## config.mk

```make
export PLATFORM = sky130hd
export DESIGN_NAME = afpm_io_sequencer
export DESIGN_NICKNAME = d
export VERILOG_FILES = /design/src/rtl/afpm_io_sequencer.sv
export SDC_FILE = /design/constraint.sdc
export NUM_CORES = 1
export LEC_CHECK = 0
export CORE_MARGIN = 2
export CORE_UTILIZATION = 43
export DETAILED_ROUTE_END_ITERATION = 16
export PLACE_DENSITY = 0.72
export SYNTH_ARGS = -nofsm -noshare
export SYNTH_HDL_FRONTEND = slang
export SYNTH_SLANG_ARGS = --single-unit
```

## constraint.sdc

```tcl
create_clock -name clk -period 1.99 [get_ports clk]
set_input_delay 0.4975 -clock clk [delete_from_list [all_inputs] [get_ports clk]]
set_output_delay 0.4975 -clock clk [all_outputs]
set_load 0.05 [all_outputs]
```

## src/rtl/afpm_io_sequencer.sv

```systemverilog
// afpm_io_sequencer: byte-serial operand/result sequencer for the logarithmic
// approximate FP16 multiplier core. Operands arrive low byte first on
// a_byte/b_byte. The 16-bit result is returned low byte first on out_byte.
// Optional feature: define AFPM_ZERO_SKIP_EN to bypass the core when either
// operand is zero or subnormal. The result is then a correctly signed zero.
module afpm_io_sequencer #(
  parameter int unsigned TIMEOUT = 15
) (
  input  logic        clk,
  input  logic        rst_n,
  input  logic        ena,
  input  logic        in_valid,
  input  logic [7:0]  a_byte,
  input  logic [7:0]  b_byte,
  output logic [15:0] op_a,
  output logic [15:0] op_b,
  output logic        mul_start,
  input  logic        mul_done,
  input  logic [15:0] mul_result,
  output logic [7:0]  out_byte,
  output logic        out_valid,
  output logic        out_last,
  output logic        busy,
  output logic        err_timeout
);

  localparam logic [15:0] NAN_RESULT  = 16'h7E00;
  localparam logic [7:0]  TIMEOUT_CNT = 8'(TIMEOUT);

  typedef enum logic [2:0] {
    ST_IDLE    = 3'd0,
    ST_LOAD_HI = 3'd1,
    ST_START   = 3'd2,
    ST_WAIT    = 3'd3,
    ST_OUT_LO  = 3'd4,
    ST_OUT_HI  = 3'd5
  } state_t;

`ifdef AFPM_ZERO_SKIP_EN
  // A zero exponent field means the operand is zero or subnormal, so it is flushed to zero.
  function automatic logic exp_is_zero(input logic [4:0] exp_field);
    return (exp_field == 5'd0);
  endfunction
`endif

  state_t      state_r, state_s;
  logic [15:0] op_a_r, op_a_s;
  logic [15:0] op_b_r, op_b_s;
  logic [15:0] result_r, result_s;
  logic [7:0]  cnt_r, cnt_s;
  logic        err_r, err_s;
  logic        mul_start_r, mul_start_s;
  logic [7:0]  out_byte_r, out_byte_s;
  logic        out_valid_r, out_valid_s;
  logic        out_last_r, out_last_s;
  logic        busy_r, busy_s;

  // Next-state, datapath and registered-output decode.
  always_comb begin
    state_s     = state_r;
    op_a_s      = op_a_r;
    op_b_s      = op_b_r;
    result_s    = result_r;
    cnt_s       = cnt_r;
    err_s       = err_r;
    mul_start_s = 1'b0;

    case (state_r)
      ST_IDLE: begin
        if (in_valid) begin
          op_a_s  = {op_a_r[15:8], a_byte};
          op_b_s  = {op_b_r[15:8], b_byte};
          err_s   = 1'b0;
          state_s = ST_LOAD_HI;
        end else begin
          state_s = ST_IDLE;
        end
      end
      ST_LOAD_HI: begin
        if (in_valid) begin
          op_a_s  = {a_byte, op_a_r[7:0]};
          op_b_s  = {b_byte, op_b_r[7:0]};
          state_s = ST_START;
`ifdef AFPM_ZERO_SKIP_EN
          // The start pulse is registered, so the skip decision uses the incoming high bytes.
          mul_start_s = ~(exp_is_zero(a_byte[6:2]) | exp_is_zero(b_byte[6:2]));
`else
          mul_start_s = 1'b1;
`endif
        end else begin
          state_s = ST_LOAD_HI;
        end
      end
      ST_START: begin
        cnt_s = 8'd0;
`ifdef AFPM_ZERO_SKIP_EN
        if (exp_is_zero(op_a_r[14:10]) || exp_is_zero(op_b_r[14:10])) begin
          result_s = {op_a_r[15] ^ op_b_r[15], 15'd0};
          state_s  = ST_OUT_LO;
        end else begin
          state_s  = ST_WAIT;
        end
`else
        state_s = ST_WAIT;
`endif
      end
      ST_WAIT: begin
        // A done on the final timeout cycle still wins, so the check order matters.
        if (mul_done) begin
          result_s = mul_result;
          state_s  = ST_OUT_LO;
        end else if (cnt_r == TIMEOUT_CNT) begin
          result_s = NAN_RESULT;
          err_s    = 1'b1;
          state_s  = ST_OUT_LO;
        end else begin
          cnt_s    = cnt_r + 8'd1;
          state_s  = ST_WAIT;
        end
      end
      ST_OUT_LO: state_s = ST_OUT_HI;
      ST_OUT_HI: state_s = ST_IDLE;
      default:   state_s = ST_IDLE;
    endcase

    // Outputs are registered, so they are decoded from the state being entered.
    out_valid_s = (state_s == ST_OUT_LO) || (state_s == ST_OUT_HI);
    out_last_s  = (state_s == ST_OUT_HI);
    busy_s      = (state_s != ST_IDLE) && (state_s != ST_LOAD_HI);

    case (state_s)
      ST_OUT_LO: out_byte_s = result_s[7:0];
      ST_OUT_HI: out_byte_s = result_s[15:8];
      default:   out_byte_s = out_byte_r;
    endcase
  end

  // FSM state register; ena=0 freezes it.
  always_ff @(posedge clk or negedge rst_n) begin
    if (!rst_n) begin
      state_r <= ST_IDLE;
    end else if (ena) begin
      state_r <= state_s;
    end else begin
      state_r <= state_r;
    end
  end

  // Operand, result, counter and output registers; ena=0 freezes all of them.
  always_ff @(posedge clk or negedge rst_n) begin
    if (!rst_n) begin
      op_a_r      <= 16'd0;
      op_b_r      <= 16'd0;
      result_r    <= 16'd0;
      cnt_r       <= 8'd0;
      err_r       <= 1'b0;
      mul_start_r <= 1'b0;
      out_byte_r  <= 8'd0;
      out_valid_r <= 1'b0;
      out_last_r  <= 1'b0;
      busy_r      <= 1'b0;
    end else if (ena) begin
      op_a_r      <= op_a_s;
      op_b_r      <= op_b_s;
      result_r    <= result_s;
      cnt_r       <= cnt_s;
      err_r       <= err_s;
      mul_start_r <= mul_start_s;
      out_byte_r  <= out_byte_s;
      out_valid_r <= out_valid_s;
      out_last_r  <= out_last_s;
      busy_r      <= busy_s;
    end else begin
      op_a_r      <= op_a_r;
      op_b_r      <= op_b_r;
      result_r    <= result_r;
      cnt_r       <= cnt_r;
      err_r       <= err_r;
      mul_start_r <= mul_start_r;
      out_byte_r  <= out_byte_r;
      out_valid_r <= out_valid_r;
      out_last_r  <= out_last_r;
      busy_r      <= busy_r;
    end
  end

  assign op_a        = op_a_r;
  assign op_b        = op_b_r;
  assign mul_start   = mul_start_r;
  assign out_byte    = out_byte_r;
  assign out_valid   = out_valid_r;
  assign out_last    = out_last_r;
  assign busy        = busy_r;
  assign err_timeout = err_r;

endmodule

```

# == Word level (Yosys, flattened, before mapping) ==
# Index checks and enable logic that the tools add are counted.
# W data, S select, Z words.
# op_classes
addsub,1
n_eq_ne,12
mux,24
bitwise_logic,2
n_reduce_logical,12
# op_table
operator,n
$mux W16,5
$pmux W16 S2,2
$mux W8,4
$pmux W8 S2,2
$pmux W3 S5,1
$reduce_and A4 Y1,3
$eq A3 B3 Y1 const B,3
$add A8 B1 Y8 const B,1
$eq A8 B4 Y1 const B,1
$ne A2 B2 Y1 const B,4
$eq A3 B2 Y1 const B,2
$mux W1,6
$mux W3,2
$reduce_bool A2 Y1,3
$reduce_and A5 Y1,1
$eq A3 B1 Y1 const B,1
$logic_not A3 Y1,1
$ne A3 B1 Y1 const B,1
$reduce_bool A3 Y1,1
$mux W2,1
$not A1 Y1,2
$pmux W1 S2,1
$reduce_and A2 Y1,1
$logic_and A1 B1 Y1,1
$logic_or A1 B1 Y1,1
# word_totals
register_bits,72
inputBits,37
out_inout_bits,45
elab_cells,64

# == Logic depth before layout (Yosys ltp) ==
# Gate-level depths: netlist (run 1).
# depth
ltp_word,7
depth_mapped,8
ltp_nobuf,5

# == Worst setup path before layout (run 1) ==
# No wires, ideal clock.
# synth_timing
kind,register -> register
from,register cnt_r[0]
to,register result_r[15]
setup_time_ps,121
t_arrival_ps,1731
required_ps,1869
slack_ps,138
stages_incl_launch_ff,9
n_path_buf,3
synth_period_minus_slack_ps,1852
path_cell_list,dfrtp_1 > ha_1 > and3_1 > clkbuf_1 > a21oi_2 > or2_1 > buf_2 > buf_6 > a22o_1
# synth_between
elab_chain_len,4
# synth_rtl
item,line_no,text
"start, declared",50,"logic [7:0] cnt_r, cnt_s;"
"start signal, assigned",166,cnt_r <= cnt_s;
"start signal, assigned",177,cnt_r <= cnt_r;
$eq A8 B4 Y1,112,end else if (cnt_r == TIMEOUT_CNT) begin
$mux W16,112,
$mux W16,109,if (mul_done) begin
$mux W16,68,case (state_r)
"end signal, assigned",165,result_r <= result_s;
"end signal, assigned",176,result_r <= result_r;
"end, declared",49,"logic [15:0] result_r, result_s;"
# Every way passes these cells.
# A chain may end at the register's enable or synchronous reset.

# == Worst setup path in the final report (run 1) ==
# layout_timing
from,register cnt_r[4]
to,register cnt_r[7]
# layout_between
elab_chain_len,4
elab_cells_between_ends,7
classes_between,add/sub: 1; eq/ne: 2; mux: 3; reduce/logical: 1
# layout_rtl
item,line_no,text
$add A8 B1 Y8,117,cnt_s = cnt_r + 8'd1;
$mux W8,112,
$mux W8,109,
$pmux W8 S2,68,
# Parallel ways exist; a longest one is shown, timed or not. The select of a mux whose other input is x is not followed.

==> key figures, run 1 <==
Status
  – Status: completed

Power
  – Power density cells: 1660 nW/um^2
  – Leakage: 1.94 nW
  – Worst VDD drop: 0.859 mV

STA
  – Fin crit period: 1.87 ns
  – Worst hold slack: 0.158 ns
  – Setup violations, final: 0
  – Worst-Margin Slew: 0.511 ns
  – Setup slack after layout: 0.122 ns
  – Slew margin rel.: 0.661
  – Final Max Tran Viols: 0
  – Hold Violations, Final: 0
  – Period utilization: 0.939
  – Worst clock skew: 0.00471 ns
  – RSZ-0062 raised after global routing: no
  – FMAX: 535 MHz

Detailed routing
  – Antenna viol nets, final: 0
  – DRC violations left: 0
  – DRT iter0 DRCs: 161
  – Drt pass-1 iters: 4
  – Wire length per cell: 15.4 um
  – Final WL: 7030 um
  – Total number of vias: 2521
  – Via density: 5.54

Hold path
  – Hold Crit Class: input pin to async pin

Setup path
  – Startpoint types: flip-flop
  – Arr. time, crit path: 2.13 ns
  – Worst Path Max Fanout: 6
  – R2r setup slk: 0.12 ns
  – WS Path Type: flip-flop to flip-flop
  – CP required: 2.25 ns
  – Crit. End Element: flip-flop

Synthesis
  – Post-synthesis simple-gate area fraction: 0.184
  – Synth Area in Compound Gates: 0.151
  – Synthesis Warnings: 0
  – Synth Area in XOR/XNOR: 0
  – Main combinational cell family by area after synthesis: simple AND/OR/NAND/NOR gates
  – Register area share after synthesis: 0.555
  – Syn Nets: 308
  – Synthesized area: 2890 um^2
  – Syn avg cell area: 10.7 um^2
  – Synth async-reset ratio: 1.00
  – Distinct cells, synth: 45
  – Post-synthesis mux area share: 0.0624
  – Post-synth EDFFs: 0
  – Cells after Synth: 270
  – FF+latch count, synth: 64
  – Most used DFF post-synth: dfrtp_1
  – Adder-Cell Fraction of Synth Area: 0.00434

Placement
  – Post-DP HPWL: 5010 um
  – Pre-CTS WS: -0.113 ns
  – GP Congestion: 0.794
  – Port Buffers: 81

Job
  – Max Cap Viol: 0

Die
  – Die Ht: 85.9 um
  – Io pins: 82
  – Die width: 85.9 um
  – Die area: 7380 um^2
  – Initial Util: 0.449
  – Std cell rows: 29
  – Core Area: 6420 um^2

CTS
  – Clock Sinks: 64
  – CTS buffer count: 9
  – H-tree level count: 3
  – Clock Path Buffers: 2
  – Clk slew on worst S/H paths: 0.07 ns
  – Insertion delay to the later sink of the worst-skew pair: 0.34 ns
  – Post-CTS Hold Buffers: 0
  – CTS tree: built
  – Root Driver: clkbuf_8

Cells and area
  – Layout area overhead: 40.3%
  – Reg area: 1600 um^2
  – Ant. Diodes: 0
  – Number of fill cells in the layout: 559
  – Commonest non-fill, non-tap cell in the layout: dfrtp_1
  – Area of the multi-input gates: 1160 um^2
  – Nets@finish: 412
  – Layout cells sized above 1: 0.235
  – Most frequent cells in the layout: 64 x dfrtp_1, 47 x buf_4, 44 x nand2_1, 35 x clkdlybuf4s50_1, 26 x dlygate4sd2_1

Global route
  – Initial antenna violation count: 0
  – First-pass GRT wire length: 11800 um
  – Total GRT Usage: 0.204
  – Vias in the first global route: 2435
  – Largest net degree at the start of global routing: 65
  – Remaining Overflow, GRT: 0
==> kinds of logic after synthesis <==
logic type / count (synthesis)
fa+ha+maj: 1
flops: 64
buf+inv: 25
mux: 16
simple gates: 101
compound gates: 63
==> power by group <==
group / switching, W / internal (W) / total [W]
clock: 0.000478 / 0.000604 / 0.00108
combinational: 0.00230 / 0.00117 / 0.00348
sequential: 0.000321 / 0.00183 / 0.00215
total: 0.00310 / 0.00361 / 0.00671
==> what timing repair did <==
action	4_1_cts	5_1_grt
gates resized for setup	26	0
endpoints found under the setup margin	26	0
setup buffers	0	0
==> state kept, by name, summed over array words and instances, names as in the netlist, 3 cells and up <==
register and cells:
out_byte 8, state_r 3, result_r 8, op_a 16
cnt_r 8, op_b 16
==> critical path, cell delays in order (launching register included) <==
cell and delay, ns:
dfrtp_1 0.46, or4_1 0.60, o211ai_2 0.26, buf_4 0.16, o31a_1 0.13, a2bb2oi_1 0.18
==> through the flow <==
stage / std cells / utilization / TNS [ns] / instance area (um^2) / power (W)
global route: 455 / 0.630 / 0 / 4050 / 0.00711
finish: 455 / 0.630 / 0 / 4050 / 0.00671
floorplan: 270 / - / 0 / 2890 / 0.00457
detailed placement: 440 / 0.606 / -1.71 / 3890 / 0.00585
global placement: 440 / 0.606 / -0.442 / 3890 / 0.00577
CTS: 455 / 0.630 / 0 / 4050 / 0.00677
==> cell usage after synthesis (3+ instances only) <==
cell,instances,share of area
nor2_1,7,0.0091
a21o_1,5,0.013
nand3_1,21,0.036
o221a_2,4,0.016
o21ai_0,15,0.026
o22ai_1,7,0.015
or4_1,3,0.0078
mux2_2,16,0.062
a22oi_1,4,0.010
clkbuf_1,6,0.0078
inv_1,7,0.0091
a211oi_1,4,0.010
a21oi_1,9,0.016
buf_2,8,0.014
dfrtp_1,64,0.56
nand2_1,44,0.057
and2_1,5,0.011
o22a_1,6,0.018
==> path summary, 6_finish.rpt <==
check | start | to | cells after the start
worst max-delay path | cnt_r[4] | cnt_r[7] | 5
worst min-delay path | rst_n | op_a[0] | 2
worst max register to register | cnt_r[4] | cnt_r[7] | 5
worst min register to register | op_a[0] | op_a[0] | 2
max in group asynchronous | rst_n | result_r[14] | 2
min in group clk | op_a[0] | op_a[0] | 2
==> routing by layer <==
layer | global-route usage | up-vias | wire (um)
met4 | 0.0736 | 0 | 91
li1 | - | 1189 | -
met3 | 0.0549 | 9 | 474
met2 | 0.316 | 87 | 3190
met1 | 0.276 | 1236 | 3270
met5 | 0 | - | 0
==> area by class of cell <==
type / instances / share of cell area
well taps: 77 / 0.0238
multi-input cells: 181 / 0.287
clock inverters: 3 / 0.0105
flip-flops and latches: 64 / 0.396
clock buffers: 12 / 0.0359
repair buffers: 111 / 0.241
inverters: 7 / 0.00649
Power figures use the tool's default switching activity.
==> inputs of run 2 (changes only) <==
--- a/config.mk
+++ b/config.mk
@@ -7,6 +7,7 @@
 export LEC_CHECK = 0
 export CORE_MARGIN = 2
 export CORE_UTILIZATION = 43
+export CTS_CLUSTER_DIAMETER = 100
 export DETAILED_ROUTE_END_ITERATION = 16
 export PLACE_DENSITY = 0.72
 export SYNTH_ARGS = -nofsm -noshare
==> results of run 2 <==
Same layout as run 1: the final DEF is identical, and so are final timing and power.
==> inputs of run 3 (changes only) <==
--- a/config.mk
+++ b/config.mk
@@ -5,11 +5,13 @@
 export SDC_FILE = /design/constraint.sdc
 export NUM_CORES = 1
 export LEC_CHECK = 0
+export CORE_ASPECT_RATIO = 0.5
 export CORE_MARGIN = 2
-export CORE_UTILIZATION = 43
+export CORE_UTILIZATION = 44
+export CTS_BUF_LIST = sky130_fd_sc_hd__clkbuf_2 sky130_fd_sc_hd__clkbuf_4 sky130_fd_sc_hd__clkbuf_8
 export CTS_CLUSTER_DIAMETER = 100
 export DETAILED_ROUTE_END_ITERATION = 16
-export PLACE_DENSITY = 0.72
+export PLACE_DENSITY = 0.74
 export SYNTH_ARGS = -nofsm -noshare
 export SYNTH_HDL_FRONTEND = slang
 export SYNTH_SLANG_ARGS = --single-unit
==> key figures, run 3 (synthesized netlist as in run 1, its figures left out) <==
Placement
  – Port Buffers: 81 (unchanged)
  – Post-DP HPWL: 5190 um (was 5010 um)
  – Placed Instance Area: 3870 um^2 (was 3890 um^2)
  – GP Congestion: 0.821 (was 0.794)

CTS
  – CTS tree: built (unchanged)
  – Post-CTS setup buffer count: 0 (unchanged)
  – H-tree level count: 3 (unchanged)
  – CTS buffer count: 9 (unchanged)
  – Post-CTS Hold Buffers: 0 (unchanged)
  – Insertion delay to the later sink of the worst-skew pair: 0.33 ns (was 0.34 ns)
  – Clock Path Buffers: 2 (unchanged)
  – Clock Sinks: 64 (unchanged)
  – Clk slew on worst S/H paths: 0.07 ns (about the same)
  – Root Driver: clkbuf_8 (unchanged)

Cells and area
  – Commonest non-fill, non-tap cell in the layout: dfrtp_1 (unchanged)
  – Post-route cell area: 4100 um^2 (was 4050 um^2)
  – Layout cells sized above 1: 0.263 (was 0.235)
  – Area of the multi-input gates: 1160 um^2 (about the same)
  – Most frequent cells in the layout: 64 x dfrtp_1, 53 x buf_4, 44 x nand2_1, 35 x clkdlybuf4s50_1, 21 x nand3_1 (was 64 x dfrtp_1, 47 x buf_4, 44 x nand2_1, 35 x clkdlybuf4s50_1, 26 x dlygate4sd2_1)
  – Number of fill cells in the layout: 498 (was 559)
  – Ant. Diodes: 0 (unchanged)
  – Reg area: 1600 um^2 (unchanged)
  – Nets@finish: 410 (was 412)
  – Layout area overhead: 42.2% (was 40.3%)

Status
  – Status: completed (unchanged)

Global route
  – Remaining Overflow, GRT: 0 (unchanged)
  – Vias in the first global route: 2434 (was 2435)
  – Total GRT Usage: 0.203 (was 0.204)
  – Largest net degree at the start of global routing: 28 (was 65)
  – First-pass GRT wire length: 11600 um (was 11800 um)
  – Initial antenna violation count: 0 (unchanged)

Setup path
  – Worst Path Max Fanout: 8 (was 6)
  – Crit. Startpoint: cnt_r[0] (was cnt_r[4])
  – CP peak stage delay: 0.45 ns (was 0.60 ns)
  – R2r setup slk: 0.11 ns (was 0.12 ns)
  – CP required: 2.20 ns (was 2.25 ns)
  – Arr. time, crit path: 2.09 ns (was 2.13 ns)
  – CP max-delay cell: dfrtp_1 (was or4_1)
  – Worst reg2reg startpoint: cnt_r[0] (was cnt_r[4])
  – Crit. End Element: flip-flop (unchanged)
  – Cell chain of the critical path: ha_1, and3_2, a21oi_2, o21ai_1, buf_4, o221a_2 (was or4_1, o211ai_2, buf_4, o31a_1, a2bb2oi_1)
  – Startpoint types: flip-flop (unchanged)
  – WS Path Type: flip-flop to flip-flop (unchanged)

Die
  – Std cell rows: 20 (was 29)
  – Die width: 119 um (was 85.9 um)
  – Initial Util: 0.465 (was 0.449)
  – Core Area: 6210 um^2 (was 6420 um^2)
  – Io pins: 82 (unchanged)
  – Die area: 7260 um^2 (was 7380 um^2)
  – Die Ht: 61.3 um (was 85.9 um)

STA
  – Worst-Margin Slew: 0.592 ns (was 0.511 ns)
  – Final Max Tran Viols: 0 (unchanged)
  – Period utilization: 0.943 (was 0.939)
  – RSZ-0062 raised after global routing: no (unchanged)
  – Hold Violations, Final: 0 (unchanged)
  – FMAX: 533 MHz (was 535 MHz)
  – Worst clock skew: 0.00978 ns (was 0.00471 ns)
  – Fin crit period: 1.88 ns (was 1.87 ns)
  – Setup TNS: 0 ns (unchanged)
  – Setup violations, final: 0 (unchanged)
  – Slew margin rel.: 0.606 (was 0.661)

Power
  – Sequential share of power: 0.306 (was 0.321)
  – Clock power share: 0.193 (was 0.161)
  – Combinational power share: 0.501 (was 0.518)
  – Leakage: 1.96 nW (was 1.94 nW)
  – Switching Share: 0.446 (was 0.462)
  – P_int: 0.00390 W (was 0.00361 W)
  – Worst VDD drop: 0.622 mV (was 0.859 mV)
  – Power density cells: 1710 nW/um^2 (was 1660 nW/um^2)
  – Switching pwr: 0.00314 W (was 0.00310 W)

Detailed routing
  – Antenna viol nets, final: 0 (unchanged)
  – Final WL: 7060 um (was 7030 um)
  – Drt pass-1 iters: 4 (unchanged)
  – DRT iter0 DRCs: 168 (was 161)
  – Total number of vias: 2465 (was 2521)
  – DRC violations left: 0 (unchanged)
  – Via density: 5.30 (was 5.54)
  – Wire length per cell: 15.2 um (was 15.4 um)

Hold path
  – Hold Crit Class: input pin to async pin (unchanged)

Job
  – Max Cap Viol: 0 (unchanged)
[run 3: timing repair]
action	in CTS	in global routing
setup endpoints to repair	16	3
resized for setup	16	3
pin swaps	0	0
[run 3: critical path, delay by kind of cell (launching register included)]
kind	cells	cell delay, ns
compound gates	3	0.61
fa+ha+maj	1	0.28
buf+inv	1	0.17
flops	1	0.45
simple gates	1	0.24
[run 3: cell type report]
cell class                 instances  area share
clock buffer                      11      0.0339
clock inverter                     5      0.0256
inverter                           7     0.00641
multi-input combinational        181       0.283
sequential                        64       0.390
tap                               88      0.0268
timing repair buffer             109       0.234
[run 3: worst paths after layout]
check / end / cells past startpoint
max: out_byte[6] / 6
min: op_a[10] / 1
max reg2reg: out_byte[6] / 6
min reg2reg: op_b[7] / 2
max in group asynchronous: cnt_r[2] / 2
min in group clk: op_b[7] / 2
[run 3: layer usage]
metal,share of wire,global-route usage,vias to the layer above
li1,-,-,1169
met1,0.45,0.255,1223
met2,0.50,0.360,64
met3,0.046,0.0519,9
met4,0.0092,0.0646,0
met5,0,0,-
[run 3: power by group through the flow]
stage / clock network, W / logic (W) / registers (W)
finish: 0.00136 / 0.00352 / 0.00215
global route: 0.00144 / 0.00373 / 0.00222
CTS: 0.00139 / 0.00355 / 0.00215
detailed placement: 0 / 0.00364 / 0.00218
global placement: 0 / 0.00357 / 0.00215
floorplan: 0 / 0.00103 / 0.00354
[run 3: stage by stage]
step / setup WS, ns / instances / hold slack (ns) / total power (W) / util
after floorplan: 0.138 / 270 / 0.202 / 0.00457 / -
after global placement: -0.0688 / 449 / 0.448 / 0.00572 / 0.624
after detailed placement: -0.101 / 449 / 0.459 / 0.00583 / 0.624
after CTS: 0.000606 / 465 / 0.165 / 0.00709 / 0.660
after global routing: 0.00990 / 465 / 0.193 / 0.00739 / 0.661
final: 0.113 / 465 / 0.162 / 0.00703 / 0.661
